==> src/rtl/lpm_shift_tx_pkg.sv <==
// Shared types and helpers for the lpm_shift_tx parallel-in/serial-out transmitter.
// Holds the FSM state encoding, the direction constants and the counter-width function.
package lpm_shift_tx_pkg;

    typedef enum logic {
        IDLE  = 1'b0,
        SHIFT = 1'b1
    } state_e;

    localparam logic [23:0] DIR_LSB = "LSB";
    localparam logic [23:0] DIR_MSB = "MSB";

    // Counter width for an index in [0, n-1]; never narrower than one bit.
    function automatic int clog2(input int n);
        int r;
        r = 1;
        for (int i = 1; i < 31; i++) begin
            if ((1 << i) < n) begin
                r = i + 1;
            end
        end
        return r;
    endfunction

endpackage

==> src/rtl/lpm_bit_counter.sv <==
// Modulo-WIDTH up-counter tracking which bit of the word is on the serial line.
// Registered count, last flag is combinational; clear wins over inc, no backpressure.
module lpm_bit_counter
    import lpm_shift_tx_pkg::*;
#(
    parameter int WIDTH = 8
) (
    input  logic clk_i,
    input  logic rst_ni,
    input  logic clear_i,
    input  logic inc_i,
    output logic last_o
);

    localparam int            CW   = clog2(WIDTH);
    localparam logic [CW-1:0] LAST = CW'(WIDTH - 1);

    logic [CW-1:0] cnt_q;
    logic [CW-1:0] cnt_d;

    assign last_o = (cnt_q == LAST);

    always_comb begin
        cnt_d = cnt_q;
        if (clear_i) begin
            cnt_d = '0;
        end else if (inc_i) begin
            cnt_d = last_o ? '0 : cnt_q + CW'(1);
        end
    end

    always_ff @(posedge clk_i or negedge rst_ni) begin
        if (!rst_ni) begin
            cnt_q <= '0;
        end else begin
            cnt_q <= cnt_d;
        end
    end

endmodule

==> src/rtl/lpm_shift_tx.sv <==
// Parallel-in serial-out transmitter: first bit one edge after accept, lpm_width cycles per word.
// ready/load handshake; enable=0 freezes shifting and drops ready, zero-gap reload on the last bit.
module lpm_shift_tx
    import lpm_shift_tx_pkg::*;
#(
    parameter int   lpm_width     = 8,
    parameter       lpm_direction = "LSB",
    parameter logic lpm_idle      = 1'b1
) (
    input  logic                 clock,
    input  logic                 aclr_n,
    input  logic                 sclr,
    input  logic [lpm_width-1:0] data,
    input  logic                 load,
    output logic                 ready,
    input  logic                 enable,
    output logic                 shiftout,
    output logic                 busy,
    output logic                 done
);

    if (lpm_direction != DIR_LSB && lpm_direction != DIR_MSB) begin : g_bad_dir
        $error("lpm_shift_tx: unsupported lpm_direction, behaving as LSB");
    end

    localparam bit MSB_FIRST = (lpm_direction == DIR_MSB);

    // The bit that sits at the output end of a word, given the send order.
    function automatic logic out_bit(input logic [lpm_width-1:0] v);
        return MSB_FIRST ? v[lpm_width-1] : v[0];
    endfunction

    state_e               state_q, state_d;
    logic [lpm_width-1:0] shreg_q, shreg_d;
    logic                 shiftout_q, shiftout_d;
    logic                 done_q, done_d;
    logic [lpm_width-1:0] shreg_adv;
    logic                 cnt_clr;
    logic                 cnt_inc;
    logic                 cnt_last;

    lpm_bit_counter #(
        .WIDTH (lpm_width)
    ) u_cnt (
        .clk_i   (clock),
        .rst_ni  (aclr_n),
        .clear_i (cnt_clr),
        .inc_i   (cnt_inc),
        .last_o  (cnt_last)
    );

    assign shreg_adv = MSB_FIRST ? (shreg_q << 1) : (shreg_q >> 1);
    assign ready     = (state_q == IDLE) | ((state_q == SHIFT) & cnt_last & enable);
    assign busy      = (state_q == SHIFT);
    assign shiftout  = shiftout_q;
    assign done      = done_q;

    always_comb begin
        state_d    = state_q;
        shreg_d    = shreg_q;
        shiftout_d = shiftout_q;
        done_d     = 1'b0;
        cnt_clr    = 1'b0;
        cnt_inc    = 1'b0;
        if (sclr) begin
            state_d    = IDLE;
            shiftout_d = lpm_idle;
            cnt_clr    = 1'b1;
        end else begin
            case (state_q)
                IDLE: begin
                    shiftout_d = lpm_idle;
                    if (load) begin
                        shreg_d    = data;
                        shiftout_d = out_bit(data);
                        cnt_clr    = 1'b1;
                        state_d    = SHIFT;
                    end
                end
                SHIFT: begin
                    if (enable) begin
                        cnt_inc = 1'b1;
                        if (cnt_last) begin
                            done_d = 1'b1;
                            // Reload here keeps the stream gap-free between words.
                            if (load) begin
                                shreg_d    = data;
                                shiftout_d = out_bit(data);
                                cnt_clr    = 1'b1;
                            end else begin
                                state_d    = IDLE;
                                shiftout_d = lpm_idle;
                            end
                        end else begin
                            shreg_d    = shreg_adv;
                            shiftout_d = out_bit(shreg_adv);
                        end
                    end
                end
                default: begin
                    state_d    = IDLE;
                    shiftout_d = lpm_idle;
                end
            endcase
        end
    end

    always_ff @(posedge clock or negedge aclr_n) begin
        if (!aclr_n) begin
            state_q    <= IDLE;
            shreg_q    <= '0;
            shiftout_q <= lpm_idle;
            done_q     <= 1'b0;
        end else begin
            state_q    <= state_d;
            shreg_q    <= shreg_d;
            shiftout_q <= shiftout_d;
            done_q     <= done_d;
        end
    end

endmodule

==> config.mk <==
export PLATFORM = sky130hd
export DESIGN_NAME = lpm_shift_tx
export DESIGN_NICKNAME = d
export VERILOG_FILES = /design/src/rtl/lpm_shift_tx_pkg.sv /design/src/rtl/lpm_bit_counter.sv /design/src/rtl/lpm_shift_tx.sv
export SDC_FILE = /design/constraint.sdc
export NUM_CORES = 1
export LEC_CHECK = 0
export CAP_MARGIN = 20
export CORE_MARGIN = 2
export CORE_UTILIZATION = 45
export CTS_CLUSTER_DIAMETER = 50
export DETAILED_ROUTE_END_ITERATION = 16
export GPL_ROUTABILITY_DRIVEN = 0
export PLACE_DENSITY_LB_ADDON = 0.3
export REMOVE_ABC_BUFFERS = 1
export SLEW_MARGIN = 10
export SYNTH_ARGS = -nofsm -noshare
export SYNTH_HDL_FRONTEND = slang
export SYNTH_SLANG_ARGS = --single-unit
==> constraint.sdc <==
create_clock -name clock -period 4.3 [get_ports clock]
set_input_delay 0.645 -clock clock [delete_from_list [all_inputs] [get_ports clock]]
set_output_delay 0.645 -clock clock [all_outputs]
set_load 0.02 [all_outputs]
## Yosys cells after proc, flatten, opt, wreduce, memory -nomap -nowiden

Cells that the tools add are included.

- Register bits: 14
- Bits of input ports: 13
- Word-level logic and storage cells: 44

- Add/subtract/negate cells: 1
- Equality and inequality tests: 3
- Mux-type cells: 28
- Bitwise operators: 5
- Reductions and logical operators: 2

Operator list:

| operator | number |
|---|---|
| $mux 8 | 3 |
| $mux 1 | 18 |
| $pmux 8 s2 | 1 |
| $mux 3 | 3 |
| $pmux 1 s2 | 3 |
| $add 3x1->3 const B | 1 |
| $eq 3x3->1 const B | 1 |
| $ne 3x3->1 const B | 1 |
| $and 1x1->1 | 2 |
| $ne 2x2->1 const B | 1 |
| $not 1->1 | 2 |
| $reduce_and 2->1 | 1 |
| $reduce_bool 2->1 | 1 |
| $or 1x1->1 | 1 |

## Logic depth before layout (Yosys ltp)

Gate-level depths: netlist (run 1).

- Depth after elaboration: 6
- Mapped depth: 6
- Depth with buffers taken out: 5

## Hierarchy

Synthesis (run 1) repeated with hierarchy kept, for this count alone.

- Cell total of the unflattened synthesis: 60
- Area total of the unflattened synthesis: 705.7 um^2

By module, submodules not included:

| module | instances | cells an instance | area each (um^2) |
|---|---|---|---|
| lpm_shift_tx | 1 | 48 | 554.3 |
| lpm_bit_counter | 1 | 12 | 151.4 |

## Worst setup path after synthesis (run 1)

OpenSTA, ideal clock, no wires.

- Path kind: reg-to-output
- Start: register u_cnt.cnt_q[0]
- End: output port ready
- Arrival: 1.099 ns
- Path slack: 2.556 ns
- Cell stages (with the launch flop): 6
- Cell sequence: dfrtp_1 > ha_1 > ha_1 > buf_2 > nand2_1 > nand2_1

- Longest elaborated chain between the ends: 4

Ends and longest elaborated chain:

| element | RTL line | source |
|---|---|---|
| from (decl) | lpm_bit_counter.sv:18 | `logic [CW-1:0] cnt_q;` |
| from (signal assigned) | lpm_bit_counter.sv:36 | `cnt_q <= cnt_d;` |
| $eq 3x3->1 | lpm_bit_counter.sv:21 | `assign last_o = (cnt_q == LAST);` |
| $and 1x1->1 (2 in series) | lpm_shift_tx.sv:53 | `assign ready = (state_q == IDLE) \| ((state_q == SHIFT) & cnt_last & enable);` |
| $or 1x1->1 | lpm_shift_tx.sv:53 |  |
| to (decl) | lpm_shift_tx.sv:15 | `output logic ready,` |

Every way passes these cells.

## Final worst setup path (run 1)

- Start: input port enable
- End: output port ready

- Longest elaborated chain between the ends: 2

Ends and longest elaborated chain:

| element | RTL line | source |
|---|---|---|
| from (decl) | lpm_shift_tx.sv:16 | `input logic enable,` |
| $and 1x1->1 | lpm_shift_tx.sv:53 |  |
| $or 1x1->1 | lpm_shift_tx.sv:53 |  |

Every way passes these cells.

==> results by group, run 1 <==
Status
  – Status: finished, final reports clean

Timing
  – Max frequency: 384 MHz
  – RSZ-0062 raised after global routing: no
  – Setup violations, final: 0
  – Min Tclk post-route: about 2.6 ns
  – Final Worst Setup Slack: 1.70 ns
  – Fin crit share: just over 60%
  – Final Skew: 0.00651 ns
  – Final slew viol count: 0
  – Final Hold Viols: 0
  – Setup TNS: 0 ns
  – Slew HR: between 60% and 70%
  – Worst slew pin tran: 0.567 ns

Floorplanning
  – Die extent in x: about 43 um
  – Core Area: between 1000 and 1500 sq um
  – Die area: 1830 sq um
  – Row count: 13
  – Die height: around 43 um
  – Initial Utilization: 50.1%
  – I/O Pins: 17

Logic synthesis
  – Seq cells post-synth: 13
  – Synth warnings: 0
  – Seq/Total Area, Yosys: around half
  – Mapped cell area: 677 sq um
  – Synth cell types: 23
  – Xor and xnor area share after synthesis: 0%
  – Post-Synth Simple-Gate Area: 16.8%
  – Largest family of logic cells by synthesized area: compound AO/OA/AOI/OAI gates
  – Gate Count Post-Synth: 63
  – Mux cell area share after synthesis: 4.44%
  – Top cell type's share of synthesized area: 44.4%
  – Synth Area in Adders: 3.70%
  – Compound-gate portion of the synthesized area: 20.7%
  – Yosys top cell by area: dfrtp_1
  – Synth area leaders: dfrtp_1 44%, o2bb2ai_1 9.1%, and3b_1 7.8%
  – Syn Area/Cell: 10.7 sq um

Drt
  – Number of routed nets with antenna violations: 0
  – Initial DRT Pass Iterations: 6
  – DR iter-0 viols: 6
  – Number of remaining DRC errors: 0
  – DR vias/cell: a little under 6
  – Vias: 537
  – Total wire length after detailed routing: ~1400 um
  – DR WL/cell: 14.8 um

Final layout
  – Layout cells sized above 1: between 5 and 6%
  – Area delta synth->final: 25.9%
  – Post-route cell area: 852 sq um
  – Number of fill cells: ~110
  – Nets: 94
  – Area occupied by multi-input gates: 309 sq um
  – ANT cells: 0
  – Sequential Area: 327 sq um

GRT
  – Global-route wire length before repair: 2280 um
  – GR peak layer: met2
  – Number of global-route vias before repair: 542
  – Total track usage: 16.8%
  – Pin count of the biggest net entering global routing: 15
  – Met2 Usage GRT: 28.2%
  – GR Util met1: a little under a fifth
  – Antenna violations before repair: 0
  – GRT overflow: 0
  – Grt met3 use: 7.23%

Critical path
  – WS Path Type: in -> out
  – Crit path DAT: a little under 2 ns
  – Critical Path Source Type: primary input
  – R2R setup slack: 2.36 ns
  – Critical Path End Type: output pin
  – CP top delay family: buffers and inverters
  – CP max FO: 5
  – R2R cell count: 5
  – Critical-path cell list: clkdlybuf4s50_1 -> nand2_1 -> nand2_1 -> clkdlybuf4s50_1
  – Slowest library cell on the worst path: clkdlybuf4s50_1
  – Critical Path RT: 3.65 ns
  – Worst path depth: 4
  – Bufs and invs on worst path: 2
  – Slowest stage delay, CP: 0.61 ns

Power
  – P_leak: approximately 0.40 nW
  – Design Power: around 270 uW
  – Peak supply drop: between 0.2 and 0.25 mV
  – Pwr dens: 319 nW/um^2

Placed design
  – Dpl cell area: between 800 and 900 sq um
  – Post-DP HPWL: 1030 um
  – Port Buffers: 16
  – DP Worst Slack: 1.69 ns

Clock tree
  – Clock Path Buffers: 2
  – Post-CTS resize count: 0
  – CTS tree: yes
  – Hold buffers post-CTS: 0
  – Post-CTS Setup Inserts: 0
  – Clk Latency, worst-skew pair: 0.28 ns
  – CTS root buffer: clkbuf_4
  – Clock sinks: 13
  – Depth of the CTS H-tree: 1
  – Clk pin slew, worst setup/hold paths: ~0.070 ns
  – TritonCTS Buffers: 3

Min path
  – Hold Path Depth: 1
  – HP Class: reg -> reg

Job
  – Max_cap viols: 0
## power breakdown
part | switching (mW) | internal [mW] | total (mW)
registers | 0.00967 | 0.136 | 0.146
logic | 0.0237 | 0.0290 | 0.0528
clock network | 0.0370 | 0.0360 | 0.0730
total | 0.0704 | 0.201 | 0.272
## sequential cells by signal, summed over array words and instances (netlist names)
signal	count
shreg_q	7
u_cnt.cnt_q	3
busy	1
done	1
shiftout	1
## cell usage after synthesis
library cell / n
a21o_1: 1
a21oi_1: 2
a221o_1: 1
a31oi_1: 6
a32oi_1: 1
and3b_1: 6
buf_2: 3
buf_6: 1
clkbuf_1: 1
dfrtp_1: 12
dfstp_2: 1
ha_1: 2
inv_1: 3
mux2i_1: 3
nand2_1: 3
nand2b_1: 1
nand3_1: 1
nor2_1: 2
nor3_1: 3
nor3b_1: 1
o21ai_0: 1
o2bb2ai_1: 7
or3b_1: 1
## through the flow
stage                     instances  hold slack, ns  util, %
after floorplan                  58           0.349        -
after global placement           89           0.467     61.2
after detailed placement         89           0.468     61.2
after CTS                        93           0.490     63.1
after global routing             93           0.502     63.1
final                            93           0.491     63.1
## worst register-to-register path, stage by stage, from the launching register on
cell and delay (ns):
dfrtp_1 0.40, ha_1 0.20, ha_1 0.29, nand2b_1 0.31, a221o_1 0.46, o2bb2ai_1 0.17
## metal layers
layer / vias up / part of all wire [%]
li1: 265 / -
met2: 18 / 50
met3: 2 / 5.7
met5: - / 0
met1: 252 / 44
met4: 0 / 0.58
## layout make-up
| type | count | share of cell area, % |
|---|---|---|
| Sequential cell | 13 | 38.3 |
| Multi-Input combinational cell | 42 | 36.3 |
| Tap cell | 15 | 2.20 |
| Inverter | 3 | 1.32 |
| Clock buffer | 4 | 3.08 |
| Timing Repair Buffer | 16 | 18.8 |
## logic make-up after synthesis
logic type / after synthesis
and+or+nand+nor: 18
adders and majority gates: 2
buffers and inverters: 8
DFF: 13
AOI/OAI and AO/OA: 19
muxes: 3
## cell usage in the layout (no fill, tap or decap)
cell | netlist | routed
dfstp_2 | 1 | 1
or3b_1 | 1 | 1
a32oi_1 | 1 | 1
clkbuf_1 | 1 | 1
nor3b_1 | 1 | 1
a21o_1 | 1 | 1
nor3_1 | 3 | 3
clkbuf_4 | 0 | 3
nand3_1 | 1 | 1
mux2i_1 | 3 | 3
a31oi_1 | 6 | 6
inv_1 | 3 | 3
nor2_1 | 2 | 2
clkdlybuf4s50_1 | 0 | 16
nand2b_1 | 1 | 1
o2bb2ai_1 | 7 | 7
a221o_1 | 1 | 1
o21ai_0 | 1 | 1
dfrtp_1 | 12 | 12
ha_1 | 2 | 2
a21oi_1 | 2 | 2
and3b_1 | 6 | 6
nand2_1 | 3 | 3
## path summary, 6_finish.rpt
check	start	to
setup / recovery	enable	ready
min in group asynchronous	aclr_n	shreg_q[4]
max in group asynchronous	aclr_n	shiftout
setup reg to reg	u_cnt.cnt_q[0]	shreg_q[6]
hold / removal	shreg_q[7]	shreg_q[7]
hold reg to reg	shreg_q[7]	shreg_q[7]
No activity file was read; power rests on OpenSTA's default activity.
==> inputs of run 2 (changes only) <==
Clock period 4.3 ns to 2.5 ns, I/O delays scaled along.
==> run 2 against run 1 <==
First-iteration DRC count increased by 130%. Register-to-register slack got worse by 1.8 ns. Clock skew increased by 0.0020 ns. Count of clock-buffer cells in the layout unchanged. Global-route usage increased by 0.25 points. Combinational power increased by 73%. Setup slack got worse by 1.5 ns. Die area unchanged. Largest cell class unchanged.
==> results by group, run 2 (synthesis gave the netlist of run 1 again) <==
Clock tree
  – Depth of the CTS H-tree: 1
  – Hold buffers post-CTS: 0
  – Clock Path Buffers: 2
  – Post-CTS Setup Inserts: 0
  – TritonCTS Buffers: 3
  – Clk Latency, worst-skew pair: 0.27 ns
  – Clock sinks: 13
  – CTS tree: yes
  – Clk pin slew, worst setup/hold paths: ~0.080 ns
  – CTS root buffer: clkbuf_4
  – Post-CTS resize count: 0

Floorplanning
  – Initial Utilization: 50.1%
  – Core Area: about 1400 sq um
  – Die area: 1830 sq um
  – I/O Pins: 17
  – Row count: 13
  – Die height: between 40 and 50 um
  – Die extent in x: 42.8 um

Timing
  – RSZ-0062 raised after global routing: no
  – Final slew viol count: 0
  – Fin crit share: 92.2%
  – Max frequency: 434 MHz
  – Worst slew pin tran: approximately 0.56 ns
  – Final Hold Viols: 0
  – Setup violations, final: 0
  – Final Skew: ~0.0085 ns
  – Setup TNS: 0 ns
  – Slew HR: 62.7%
  – Min Tclk post-route: 2.30 ns
  – WHS: 0.452 ns
  – Final Worst Setup Slack: 0.195 ns

Status
  – Status: finished, final reports clean

Job
  – Max_cap viols: 0

Drt
  – DR iter-0 viols: 14
  – Number of remaining DRC errors: 0
  – Number of routed nets with antenna violations: 0
  – DR WL/cell: 15.1 um
  – Initial DRT Pass Iterations: 4
  – Vias: 536
  – DR vias/cell: 5.76
  – Total wire length after detailed routing: approximately 1400 um

Critical path
  – Reg-to-Reg Start: u_cnt.cnt_q[0]
  – CP max FO: 11
  – Crit path DAT: slightly below 2 ns
  – Setup crit start: u_cnt.cnt_q[0]
  – Critical Path End Type: output pin
  – Critical Path Source Type: flip-flop
  – R2R cell count: 5
  – WS Path Type: reg -> out
  – Critical Path RT: 2.12 ns

GRT
  – GR Util met1: between 15 and 20%
  – Met2 Usage GRT: 29.4%
  – Total track usage: 17.0%
  – GR peak layer: met2
  – Grt met3 use: 5.11%
  – Pin count of the biggest net entering global routing: 15
  – Number of global-route vias before repair: 520
  – Global-route wire length before repair: 2260 um
  – Antenna violations before repair: 0
  – GRT overflow: 0

Final layout
  – Max FFs per register: 7
  – Final core occ: 63.1%
  – Post-route cell area: between 800 and 900 sq um
  – Nets: 94
  – Area delta synth->final: 25.9%
  – Largest registers: shreg_q (7), u_cnt.cnt_q (3)
  – Most common cell after layout, fill and taps aside: clkdlybuf4s50_1
  – Reg with most FFs: shreg_q
  – ANT cells: 0
  – Commonest non-fill, non-tap cells in the layout: 16 x clkdlybuf4s50_1, 12 x dfrtp_1, 7 x o2bb2ai_1
  – Layout cells sized above 1: 5.13%

Power
  – Pwr dens: 553 nW/um^2
  – P_leak: 0.398 nW
  – Peak supply drop: 0.307 mV

Placed design
  – Dpl cell area: 826 sq um
  – Port Buffers: 16
  – Post-DP HPWL: roughly 1100 um
  – DP Worst Slack: 0.424 ns

Min path
  – HP Class: in -> async
==> run 2: final timing paths <==
kind / to / slack (ns)
setup / recovery: ready / 0.20
max in group asynchronous: shiftout / 1.67
min in group clock: shreg_q[4] / 0.49
setup reg to reg: shreg_q[2] / 0.55
hold / removal: shreg_q[4] / 0.45
hold reg to reg: shreg_q[4] / 0.49
==> run 2: stage by stage <==
| step | instances | total power, mW |
|---|---|---|
| after detailed placement | 89 | 0.346 |
| final | 93 | 0.471 |
| after global placement | 89 | 0.342 |
| after floorplan | 58 | 0.299 |
| after CTS | 93 | 0.474 |
| after global routing | 93 | 0.495 |
==> run 2: layout make-up <==
type | count | area (sq um)
clock buffer | 4 | 26.3
sequential | 13 | 327
multi-input combinational | 42 | 309
timing repair buffer | 16 | 160
fill | 113 | 498
tap | 15 | 18.8
inverter | 3 | 11.3
==> run 2: power breakdown <==
part	internal [mW]	switching, mW
sequential	0.234	0.0157
combinational	0.0499	0.0413
clock	0.0618	0.0679
==> run 2: layer usage <==
| layer | up-vias | part of all wire (%) |
|---|---|---|
| li1 | 265 | - |
| met1 | 255 | 45 |
| met2 | 14 | 50 |
| met3 | 2 | 4.9 |
| met4 | 0 | 0.43 |
| met5 | - | 0 |
==> run 2: critical path, cell delays in order (launching register included) <==
cell and delay (ns):
dfrtp_1 0.38, ha_1 0.16, ha_1 0.32, nand2_1 0.11, nand2_1 0.10, clkdlybuf4s50_1 0.61
